--- src/rtl/alu_writeback.sv ---
// ---------------------------------------------------------------------------
// alu_writeback
//   Return path of the ALU datapath. ALU results tagged with a destination
//   register are buffered in a small flop-based FIFO and drained into the
//   8x32 register-file write port at one entry per cycle. A per-register
//   in-flight counter (scoreboard) tracks writes that were dispatched but not
//   yet retired. The command controller uses pending_mask to stall on hazards.
//
// Ports:
//   clk, rst        rising-edge clock, asynchronous active-high reset
//   issue_valid     controller dispatched an op this cycle (reserve)
//   issue_dest      destination register of the dispatched op
//   res_valid       ALU result available
//   res_ready       FIFO can accept a result
//   res_data        ALU result data
//   res_dest        destination register of the result
//   res_op          opcode that produced the result
//   wb_stall        register file cannot accept a write this cycle
//   rf_we           register-file write enable (registered)
//   rf_waddr        register-file write address (registered)
//   rf_wdata        register-file write data (registered)
//   pending_mask    bit i set while register i has writes in flight
//   fifo_count      current FIFO occupancy
//   zero_flag       last written data was zero
//   neg_flag        bit 31 of last written data
//   err             sticky scoreboard over/underflow error
// ---------------------------------------------------------------------------
module alu_writeback #(
    parameter int          DEPTH   = 4,
    parameter int          CNT_W   = 3,
    parameter logic [2:0]  HALT_OP = 3'b111
) (
    input  logic                      clk,
    input  logic                      rst,
    input  logic                      issue_valid,
    input  logic [2:0]                issue_dest,
    input  logic                      res_valid,
    output logic                      res_ready,
    input  logic [31:0]               res_data,
    input  logic [2:0]                res_dest,
    input  logic [2:0]                res_op,
    input  logic                      wb_stall,
    output logic                      rf_we,
    output logic [2:0]                rf_waddr,
    output logic [31:0]               rf_wdata,
    output logic [7:0]                pending_mask,
    output logic [$clog2(DEPTH):0]    fifo_count,
    output logic                      zero_flag,
    output logic                      neg_flag,
    output logic                      err
);

    localparam int              PTR_W      = $clog2(DEPTH);
    localparam int              CW         = PTR_W + 1;
    localparam logic [CW-1:0]   FULL_COUNT = CW'(DEPTH);
    localparam logic [CNT_W-1:0] CNT_MAX   = '1;

    // FIFO storage (no reset needed: only entries below fifo_count are read)
    logic [31:0]      mem_data [DEPTH];
    logic [2:0]       mem_dest [DEPTH];
    logic [2:0]       mem_op   [DEPTH];
    logic [PTR_W-1:0] wr_ptr;
    logic [PTR_W-1:0] rd_ptr;

    logic             do_push;
    logic             do_pop;
    logic [31:0]      head_data;
    logic [2:0]       head_dest;
    logic [2:0]       head_op;

    // Scoreboard
    logic [CNT_W-1:0] cnt     [8];
    logic [CNT_W-1:0] cnt_nxt [8];
    logic [7:0]       rsv_vec;
    logic [7:0]       rel_vec;
    logic             err_set;

    // Handshake: a result transfers on any rising edge where res_valid and
    // res_ready are both high. res_ready depends only on the registered
    // occupancy, never on res_valid, so the producer may hold res_valid and
    // its payload until it sees the transfer.
    assign res_ready = (fifo_count != FULL_COUNT);
    assign do_push   = res_valid && res_ready;
    // Pop uses the registered count, so an entry pushed at an edge can only
    // leave at a later edge.
    assign do_pop    = (fifo_count != '0) && !wb_stall;

    assign head_data = mem_data[rd_ptr];
    assign head_dest = mem_dest[rd_ptr];
    assign head_op   = mem_op[rd_ptr];

    always_ff @(posedge clk) begin
        if (do_push) begin
            mem_data[wr_ptr] <= res_data;
            mem_dest[wr_ptr] <= res_dest;
            mem_op[wr_ptr]   <= res_op;
        end
    end

    // Pointers wrap naturally because DEPTH is a power of two.
    always_ff @(posedge clk or posedge rst) begin
        if (rst) begin
            wr_ptr     <= '0;
            rd_ptr     <= '0;
            fifo_count <= '0;
        end else begin
            if (do_push) wr_ptr <= wr_ptr + PTR_W'(1);
            if (do_pop)  rd_ptr <= rd_ptr + PTR_W'(1);
            case ({do_push, do_pop})
                2'b10:   fifo_count <= fifo_count + CW'(1);
                2'b01:   fifo_count <= fifo_count - CW'(1);
                default: fifo_count <= fifo_count;
            endcase
        end
    end

    // Write port and flags. HALT entries retire silently: no write, flags kept.
    always_ff @(posedge clk or posedge rst) begin
        if (rst) begin
            rf_we     <= 1'b0;
            rf_waddr  <= '0;
            rf_wdata  <= '0;
            zero_flag <= 1'b0;
            neg_flag  <= 1'b0;
        end else if (do_pop && (head_op != HALT_OP)) begin
            rf_we     <= 1'b1;
            rf_waddr  <= head_dest;
            rf_wdata  <= head_data;
            zero_flag <= (head_data == 32'd0);
            neg_flag  <= head_data[31];
        end else begin
            rf_we     <= 1'b0;
        end
    end

    assign rsv_vec = issue_valid ? (8'b1 << issue_dest) : 8'b0;
    assign rel_vec = do_pop      ? (8'b1 << head_dest)  : 8'b0;

    // A reserve and release of the same register at one edge cancel out.
    // Overflow saturates and underflow clamps at zero; both raise err.
    always_comb begin
        err_set = 1'b0;
        for (int i = 0; i < 8; i++) begin
            cnt_nxt[i] = cnt[i];
            if (rsv_vec[i] && !rel_vec[i]) begin
                if (cnt[i] == CNT_MAX) err_set = 1'b1;
                else                   cnt_nxt[i] = cnt[i] + CNT_W'(1);
            end else if (rel_vec[i] && !rsv_vec[i]) begin
                if (cnt[i] == '0) err_set = 1'b1;
                else              cnt_nxt[i] = cnt[i] - CNT_W'(1);
            end
        end
    end

    always_ff @(posedge clk or posedge rst) begin
        if (rst) begin
            for (int i = 0; i < 8; i++) cnt[i] <= '0;
            err <= 1'b0;
        end else begin
            cnt <= cnt_nxt;
            if (err_set) err <= 1'b1;
        end
    end

    always_comb begin
        pending_mask = 8'b0;
        for (int i = 0; i < 8; i++) pending_mask[i] = (cnt[i] != '0);
    end

endmodule
--- config.mk ---
export PLATFORM = sky130hd
export DESIGN_NAME = alu_writeback
export DESIGN_NICKNAME = d
export VERILOG_FILES = /design/src/rtl/alu_writeback.sv
export SDC_FILE = /design/constraint.sdc
export NUM_CORES = 1
export LEC_CHECK = 0
export ABC_CLOCK_PERIOD_IN_PS = 4400
export CAP_MARGIN = 10
export CORE_MARGIN = 4
export CORE_UTILIZATION = 40
export DETAILED_ROUTE_END_ITERATION = 10
export PLACE_DENSITY = 0.57
export SLEW_MARGIN = 5
export SYNTH_ARGS = -nofsm -noshare
export SYNTH_HDL_FRONTEND = slang
export SYNTH_SLANG_ARGS = --single-unit
--- constraint.sdc ---
create_clock -name clk -period 4.4 [get_ports clk]
set_input_delay 1.1 -clock clk [delete_from_list [all_inputs] [get_ports clk]]
set_output_delay 1.1 -clock clk [all_outputs]
set_load 0.1 [all_outputs]
==> flow_metrics.py, run 1 <==
metrics = {
    "status": {
        "status": "finished clean",
    },
    "die": {
        "core_area_um2": 23800,
        "rows": 56,
        "die_area_um2": 27000,
        "ios": 97,
        "fp.dieH_um": 164,
        "initial_core_util_pct": 41.1,
        "die_x_um": 164,
    },
    "sta": {
        "setup_viol": 0,
        "period_needed_ps": 3570,
        "fmaxAchievable_mhz": 280,
        "final.period_utilization_pct": 81.1,
        "hold_viol": 0,
        "slew_headroom_pct": 27.5,
        "rsz0062_at_grt": "false",
        "drv_slew": 0,
        "setup_tns_ps": 0,
        "worst_pin_slew_ps": 1080,
        "fin_worst_skew_ps": 8.28,
        "final.setup.worst_slack_ps": 832,
    },
    "worst_hold_path": {
        "hold_start": "rf_wdata[23]$_DFFE_PP0P_",
        "hold_depth": 1,
        "hold_end": "rf_wdata[23]$_DFFE_PP0P_",
        "min_path_type": "register to register",
    },
    "logic_synthesis": {
        "async_reset_ff_share_pct": 31.2,
        "yosysTopAreaCell": "edfxtp_1",
        "yosys_warnings": 0,
        "yosysTopAreaCellShare_pct": 46.7,
        "ys_seq_area_share_pct": 64.4,
        "synth_area_um2": 9770,
        "ys_types": 60,
        "synth_flop_cell": "edfxtp_1",
        "syn_area_per_cell_um2": 15.4,
        "synth-edff-count": 152,
        "ys_ff_latch": 221,
        "synth_area_leaders": "edfxtp_1 47%, dfrtp_1 18%, mux4_2 4.6%, mux4_1 4.3%, mux2_2 3.1%",
        "postSynthCellCount": 636,
        "syn_nets": 712,
    },
    "clock_tree": {
        "cts_made_buffers": 25,
        "cts_resized": 0,
        "cts_hold_buf": 0,
        "h-tree-depth": 1,
        "clk_latency_ps": 520,
        "cts_tree": "done",
        "cts.sinks": 221,
        "cts-root-buf": "clkbuf_16",
        "cts_buffer_depth": 3,
        "path_clk_slew_ps": 60,
        "cts_setup_buffers": 0,
    },
    "finish": {
        "final_cell_mix": "152 x edfxtp_1, 96 x clkdlybuf4s50_1, 68 x dfrtp_1",
        "final_common_cell": "edfxtp_1",
        "drive_gt1_share_pct": 14.8,
        "layoutNonFillerInstCount": 1080,
        "nets": 818,
        "diodes": 0,
        "final_util_pct": 49.9,
        "num-fill-cells": 2019,
        "synthToLayoutAreaGrowth_pct": 21.3,
    },
    "worst_setup_path": {
        "cp_top_family": "buffers and inverters",
        "worstPathCellList": "or3_1 -> clkdlybuf4s50_1",
        "crit_fanout": 9,
        "cp_num_buf_inv": 1,
        "r2r_cells": 9,
        "r2r_setup_slack_ps": 1110,
        "max_stage_delay_ps": 1000,
        "slowest_stage": "clkdlybuf4s50_1",
        "critPathRequiredTime_ps": 3300,
        "crit_cells": 2,
        "path_class": "register to primary output",
        "arrival_ps": 2470,
        "end_kind": "primary output",
        "rr_endpoint": "err$_DFFE_PP0P_",
        "cp-start-kind": "register",
        "r2r-start": "rd_ptr[0]$_DFFE_PP0P_",
    },
    "drt": {
        "drt-wirelength-per-cell_um": 19.4,
        "dr.first_iter.drc_count": 425,
        "finalWirelength_mm": 21.0,
        "vias_per_cell": 5.32,
        "post-route-drc-count": 0,
        "vias": 5741,
        "drt_first_pass_iters": 5,
        "ant_nets": 0,
    },
    "grt": {
        "grt.total_usage_pct": 16.0,
        "grt_pass1_wl_mm": 33.6,
        "grt_pass1_vias": 6163,
        "antenna_found_initial": 0,
        "grt_max_degree": 47,
        "grt_overflow": 0,
    },
    "power_and_ir_drop": {
        "leakage_nw": 4.27,
        "cellPowerDensity_nw_per_um2": 800,
        "irDropWorstVdd_uv": 759,
    },
    "placed_design": {
        "io_buffers": 96,
        "dp_slack_ps": 558,
        "dp.final_hpwl_mm": 14.1,
        "gp_congestion": 0.789,
        "dp_cells": 1034,
    },
    "run": {
        "maxCapViolCount": 0,
    },
}
## synth_stat cells (all sizes together), types with 4 or more instances
| library cell | n |
|---|---|
| edfxtp | 152 |
| dfrtp | 69 |
| inv | 36 |
| mux2 | 36 |
| mux4 | 36 |
| nor2 | 31 |
| o21ai | 30 |
| nand3 | 27 |
| nand2 | 23 |
| ha | 21 |
| a21oi | 14 |
| clkbuf | 14 |
| nor2b | 12 |
| nor3 | 12 |
| or3 | 12 |
| buf | 11 |
| nor4 | 10 |
| and3 | 9 |
| fa | 9 |
| nand3b | 6 |
| nor3b | 6 |
| xor2 | 6 |
| mux2i | 4 |
| nand2b | 4 |
| nand4 | 4 |
| o41ai | 4 |
| or2 | 4 |
| xnor2 | 4 |
## kinds of logic (layout without fill, tap and decap cells)
| logic type | Yosys count | count (layout) | synth area share [%] |
|---|---|---|---|
| DFF | 221 | 221 | 64.4 |
| buffers and inverters | 61 | 186 | 2.97 |
| adders and majority gates | 30 | 30 | 4.53 |
| AOI/OAI and AO/OA | 71 | 71 | 4.46 |
| xor gates and xnor gates | 10 | 10 | 0.896 |
| and+or+nand+nor | 167 | 167 | 9.30 |
| muxes | 76 | 76 | 13.5 |
## routing by layer
| layer | share of wire (%) | vias up | track usage (%) |
|---|---|---|---|
| li1 | - | 2655 | - |
| met1 | 42 | 2899 | 20.5 |
| met2 | 50 | 159 | 27.6 |
| met3 | 6.2 | 28 | 3.79 |
| met4 | 1.6 | 0 | 3.55 |
| met5 | 0 | - | 0 |
## per-stage QoR
step	total power [mW]	cell area, um2	hold WS [ps]
6_report	9.48	11800	492
5_1_grt	10.0	11800	514
4_1_cts	9.61	11800	498
3_5_place_dp	7.56	11000	485
3_3_place_gp	7.45	11000	473
2_1_floorplan	6.47	9770	533
## cell type report
class | count | area (um2) | share of cell area [%]
clock buffers | 33 | 696 | 5.87
inverters | 36 | 135 | 1.14
flip-flops and latches | 221 | 6290 | 53.1
well taps | 319 | 399 | 3.37
clock inverters | 13 | 110 | 0.929
repair buffers | 104 | 1020 | 8.62
multi-input cells | 354 | 3200 | 27.0
## where the power goes
group / switching, mW / internal (mW)
clock network: 0.828 / 1.18
registers: 0.400 / 2.85
logic: 2.87 / 1.35
## flip-flops by register name, summed over array words and instances, names as in the netlist, 2 cells and up
name and count:
mem_dest 12, wr_ptr 2, rf_waddr 3, rf_wdata 32, fifo_count 3, mem_data 128
mem_op 12, cnt 24, rd_ptr 2
## worst max path at each step
stage                         startpoint                        end
2_1_floorplan  fifo_count[2]$_DFFE_PP0P_  fifo_count[2]$_DFFE_PP0P_
3_3_place_gp                    wb_stall            err$_DFFE_PP0P_
3_5_place_dp                    wb_stall            err$_DFFE_PP0P_
4_1_cts              cnt[20]$_DFFE_PP0P_            pending_mask[1]
5_1_grt              cnt[20]$_DFFE_PP0P_            pending_mask[1]
6_report             cnt[20]$_DFFE_PP0P_            pending_mask[1]
Note: power is estimated with default switching activity, not from simulation.
==> run 2: changes to the inputs <==
ABC_CLOCK_PERIOD_IN_PS = 3700   (was 4400)
clock period = 3.7 ns   (was 4.4 ns; I/O delays follow)
==> run 2 against run 1 <==
Sequential cell count unchanged; highest routed layer is now met5; critical endpoint is now pending_mask[6]; largest cell class unchanged; first-iteration DRC count up 32%; critical path type unchanged; global-route usage is 0.18 points lower; register-to-register slack got worse by 550 ps.
==> flow_metrics.py, run 2 (synthesized netlist as in run 1, its figures left out) <==
metrics = {
    "status": {
        "status": "finished clean",
    },
    "grt": {
        "grt_pass1_vias": 6082,
        "grt_overflow": 0,
        "grt_pass1_wl_mm": 33.2,
        "grt_max_degree": 50,
        "grt.total_usage_pct": 15.8,
        "antenna_found_initial": 1,
    },
    "worst_setup_path": {
        "crit_cells": 3,
        "rr_endpoint": "cnt[19]$_DFFE_PP0P_",
        "cp_num_buf_inv": 2,
        "worstPathCellList": "nor3_1 -> inv_1 -> clkdlybuf4s50_1",
        "crit_fanout": 7,
        "endpoint": "pending_mask[6]",
        "cp_top_family": "buffers and inverters",
        "r2r_cells": 10,
        "slowest_stage": "clkdlybuf4s50_1",
        "max_stage_delay_ps": 970,
        "arrival_ps": 2340,
        "path_class": "register to primary output",
        "r2r-start": "rd_ptr[0]$_DFFE_PP0P_",
        "end_kind": "primary output",
        "r2r_setup_slack_ps": 560,
        "cp-start-kind": "register",
        "startpoint": "cnt[3]$_DFFE_PP0P_",
        "critPathRequiredTime_ps": 2770,
    },
    "sta": {
        "setup_viol": 0,
        "setup_tns_ps": 0,
        "fin_worst_skew_ps": 7.64,
        "hold_viol": 0,
        "period_needed_ps": 3270,
        "worst_pin_slew_ps": 991,
        "fmaxAchievable_mhz": 306,
        "rsz0062_at_grt": "false",
        "final.period_utilization_pct": 88.3,
        "drv_slew": 0,
        "slew_headroom_pct": 33.7,
        "final.setup.worst_slack_ps": 433,
    },
    "finish": {
        "diodes": 0,
        "drive_gt1_share_pct": 18.9,
        "synthToLayoutAreaGrowth_pct": 21.8,
        "final_common_cell": "edfxtp_1",
        "top_register": "mem_data",
        "largest_reg_flops": 128,
        "num-fill-cells": 1969,
        "final_cell_mix": "152 x edfxtp_1, 68 x dfrtp_1, 65 x clkdlybuf4s50_1",
        "nets": 821,
        "reg_top3": "mem_data x128, rf_wdata x32, cnt x24",
    },
    "placed_design": {
        "io_buffers": 96,
        "gp_congestion": 0.846,
        "dp_slack_ps": 142,
        "dp.final_hpwl_mm": 13.9,
    },
    "clock_tree": {
        "cts_setup_buffers": 0,
        "clk_latency_ps": 530,
        "cts.sinks": 221,
        "cts_tree": "done",
        "cts-root-buf": "clkbuf_16",
        "cts_made_buffers": 24,
        "path_clk_slew_ps": 60,
        "h-tree-depth": 1,
        "cts_buffer_depth": 3,
        "cts_resized": 0,
        "cts_hold_buf": 0,
    },
    "power_and_ir_drop": {
        "cellPowerDensity_nw_per_um2": 965,
        "irDropWorstVdd_uv": 682,
        "leakage_nw": 4.36,
    },
    "die": {
        "rows": 56,
        "die_area_um2": 27000,
        "fp.dieH_um": 164,
        "core_area_um2": 23800,
        "ios": 97,
        "initial_core_util_pct": 41.1,
        "die_x_um": 164,
    },
    "run": {
        "maxCapViolCount": 0,
    },
    "drt": {
        "dr.first_iter.drc_count": 563,
        "ant_nets": 0,
        "vias_per_cell": 5.29,
        "drt_first_pass_iters": 4,
        "post-route-drc-count": 0,
        "vias": 5728,
        "drt-wirelength-per-cell_um": 19.6,
        "finalWirelength_mm": 21.2,
    },
    "worst_hold_path": {
        "min_path_type": "register to register",
    },
}
==> run 2: through the flow <==
step / utilization [%] / power [mW] / hold slack [ps] / instance area [um2] / cells
floorplan: - / 7.70 / 533 / 9770 / 636
global placement: 46.4 / 8.83 / 476 / 11000 / 1038
detailed placement: 46.4 / 8.96 / 480 / 11000 / 1038
CTS: 50.1 / 11.6 / 499 / 11900 / 1082
global route: 50.1 / 12.1 / 513 / 11900 / 1082
finish: 50.1 / 11.5 / 493 / 11900 / 1082
==> run 2: cell type report <==
class / instances / area (um2) / area share [%]
multi-input cells: 354 / 3200 / 26.8
flip-flops and latches: 221 / 6290 / 52.9
clock buffers: 30 / 633 / 5.32
repair buffers: 108 / 998 / 8.39
inverters: 36 / 135 / 1.14
clock inverters: 14 / 251 / 2.11
well taps: 319 / 399 / 3.35
==> run 2: report_power, final <==
group | switching [mW] | leakage (nW) | internal, mW
clock | 0.980 | 0.420 | 1.64
sequential | 0.474 | 2.20 | 3.39
combinational | 3.42 | 1.74 | 1.57
total | 4.88 | 4.36 | 6.61
==> run 2: how the worst min path moves through the flow <==
stage / start / end / slack [ps] / cells past startpoint
after floorplan: cnt[16]$_DFFE_PP0P_ / cnt[15]$_DFFE_PP0P_ / 530 / 2
after global placement: rf_wdata[23]$_DFFE_PP0P_ / rf_wdata[23]$_DFFE_PP0P_ / 480 / 1
after detailed placement: rf_wdata[4]$_DFFE_PP0P_ / rf_wdata[4]$_DFFE_PP0P_ / 480 / 1
after CTS: rf_wdata[24]$_DFFE_PP0P_ / rf_wdata[24]$_DFFE_PP0P_ / 500 / 1
after global routing: rf_wdata[13]$_DFFE_PP0P_ / rf_wdata[13]$_DFFE_PP0P_ / 510 / 1
final: rf_wdata[24]$_DFFE_PP0P_ / rf_wdata[24]$_DFFE_PP0P_ / 490 / 1
==> run 2: routing by layer <==
metal	routed length (um)	GRT usage [%]	vias up
met2	10700	27.7	146
met3	1300	3.84	34
li1	-	-	2653
met1	8720	19.6	2893
met4	474	4.08	2
met5	8	0	-
==> run 3: changes to the inputs <==
DONT_BUFFER_PORTS = 1   (was unset)
PLACE_DENSITY = 0.52   (was 0.57)
==> run 3 against run 2 <==
Final area shrank 7.5%; critical path type is now register to register; global-route usage shrank 0.11 points; sequential share of layout area grew 4.3 points; hold slack lost 36 ps; largest cell class unchanged; sequential cell count is the same; via count shrank 6.6%; cell count shrank 8.4%; die area is the same; fmax grew 1.7%; critical endpoint is now cnt[19]$_DFFE_PP0P_; count of clock-buffer cells in the layout grew 7; critical path depth grew 7; wire length shrank 3.0%.
==> flow_metrics.py, run 3 (synthesized netlist as in run 1, its figures left out) <==
metrics = {
    "status": {
        "status": "finished clean",
    },
    "worst_setup_path": {
        "r2r_cells": 10,
        "r2r_setup_slack_ps": 490,
        "worstPathCellList": "mux4_2 -> or3_4 -> nor2_2 -> inv_1 -> ha_1 -> inv_1 -> fa_1 -> o21ai_0 -> o21ai_0 -> or2_2",
        "rr_endpoint": "cnt[19]$_DFFE_PP0P_",
        "critPathRequiredTime_ps": 4110,
        "max_stage_delay_ps": 580,
        "crit_fanout": 8,
        "end_kind": "register",
        "cp-start-kind": "register",
        "cp_num_buf_inv": 2,
        "slowest_stage": "mux4_2",
        "arrival_ps": 3620,
        "cp_top_family": "simple AND/OR/NAND/NOR gates",
        "path_class": "register to register",
        "r2r-start": "rd_ptr[0]$_DFFE_PP0P_",
    },
    "drt": {
        "dr_wl_met2_mm": 10.8,
        "vias": 5351,
        "vias_per_cell": 5.40,
        "highest_layer": "met4",
        "ant_nets": 0,
        "drt-wirelength-per-cell_um": 20.7,
        "post-route-drc-count": 0,
        "drt_first_pass_iters": 5,
        "wl_met1_mm": 7.55,
        "finalWirelength_mm": 20.6,
        "dr.first_iter.drc_count": 400,
        "wl_met3_mm": 1.73,
    },
    "finish": {
        "synthToLayoutAreaGrowth_pct": 12.7,
        "regArea_um2": 6290,
        "multi_input_area_um2": 3200,
        "final_common_cell": "edfxtp_1",
        "reg_top3": "mem_data x128, rf_wdata x32, cnt x24",
        "top_register": "mem_data",
        "final_cell_mix": "152 x edfxtp_1, 67 x dfrtp_1, 34 x inv_1",
        "nets": 729,
        "largest_reg_flops": 128,
        "num-fill-cells": 2068,
        "diodes": 0,
        "drive_gt1_share_pct": 17.4,
    },
    "die": {
        "die_area_um2": 27000,
        "core_area_um2": 23800,
        "initial_core_util_pct": 41.1,
        "ios": 97,
        "rows": 56,
        "die_x_um": 164,
        "fp.dieH_um": 164,
    },
    "grt": {
        "grt_pass1_wl_mm": 32.6,
        "grt_max_degree": 47,
        "antenna_found_initial": 0,
        "grt_overflow": 0,
        "grt.total_usage_pct": 15.7,
        "grt_pass1_vias": 5778,
    },
    "clock_tree": {
        "cts_made_buffers": 25,
        "cts_tree": "done",
        "cts-root-buf": "clkbuf_16",
        "path_clk_slew_ps": 60,
        "cts_buffer_depth": 3,
        "cts_hold_buf": 0,
        "cts.sinks": 221,
        "h-tree-depth": 1,
        "clk_latency_ps": 530,
        "cts_setup_buffers": 0,
        "cts_resized": 0,
    },
    "sta": {
        "rsz0062_at_grt": "false",
        "setup_tns_ps": 0,
        "slew_headroom_pct": 33.1,
        "period_needed_ps": 3210,
        "setup_viol": 0,
        "fin_worst_skew_ps": 7.09,
        "final.period_utilization_pct": 86.8,
        "drv_slew": 0,
        "hold_viol": 0,
        "fmaxAchievable_mhz": 311,
        "worst_pin_slew_ps": 1000,
    },
    "placed_design": {
        "dp.final_hpwl_mm": 13.8,
        "io_buffers": 0,
        "gp_congestion": 0.788,
    },
    "worst_hold_path": {
        "min_path_type": "primary input to asynchronous set/reset pin",
    },
    "run": {
        "maxCapViolCount": 0,
    },
}
==> run 3: cell type report <==
cell class | instances | area share, %
clock buffer | 37 | 6.36
multi-input combinational | 354 | 29.0
timing repair buffer | 15 | 1.36
sequential | 221 | 57.1
clock inverter | 9 | 1.25
tap | 319 | 3.62
inverter | 36 | 1.24
==> run 3: worst max path at each step <==
| stage | from | endpoint | slack (ps) | depth (start not counted) |
|---|---|---|---|---|
| after floorplan | fifo_count[2]$_DFFE_PP0P_ | fifo_count[2]$_DFFE_PP0P_ | 70 | 9 |
| after global placement | rd_ptr[0]$_DFFE_PP0P_ | err$_DFFE_PP0P_ | 570 | 9 |
| after detailed placement | rd_ptr[0]$_DFFE_PP0P_ | cnt[19]$_DFFE_PP0P_ | 520 | 10 |
| after CTS | rd_ptr[0]$_DFFE_PP0P_ | cnt[19]$_DFFE_PP0P_ | 520 | 10 |
| after global routing | rd_ptr[0]$_DFFE_PP0P_ | cnt[19]$_DFFE_PP0P_ | 300 | 10 |
| final | rd_ptr[0]$_DFFE_PP0P_ | cnt[19]$_DFFE_PP0P_ | 490 | 10 |
==> run 3: stage by stage <==
| stage | area [um2] | std cells | utilization [%] | hold WS, ps | setup WS (ps) |
|---|---|---|---|---|---|
| floorplan | 9770 | 636 | - | 533 | 69.4 |
| global placement | 10200 | 945 | 42.8 | 563 | 567 |
| detailed placement | 10200 | 945 | 42.8 | 586 | 522 |
| CTS | 11000 | 991 | 46.4 | 459 | 522 |
| global route | 11000 | 991 | 46.4 | 454 | 301 |
| finish | 11000 | 991 | 46.4 | 457 | 488 |
==> run 3: per-layer routing <==
layer | GRT usage, % | vias up
met3 | 5.95 | 32
met4 | 3.85 | 0
met2 | 28.3 | 123
met1 | 17.5 | 2727
met5 | 0 | -
li1 | - | 2469
Power of run 3 is not shown: default switching activity piles up to over one toggle a cycle in this logic, so the estimate is an artifact.
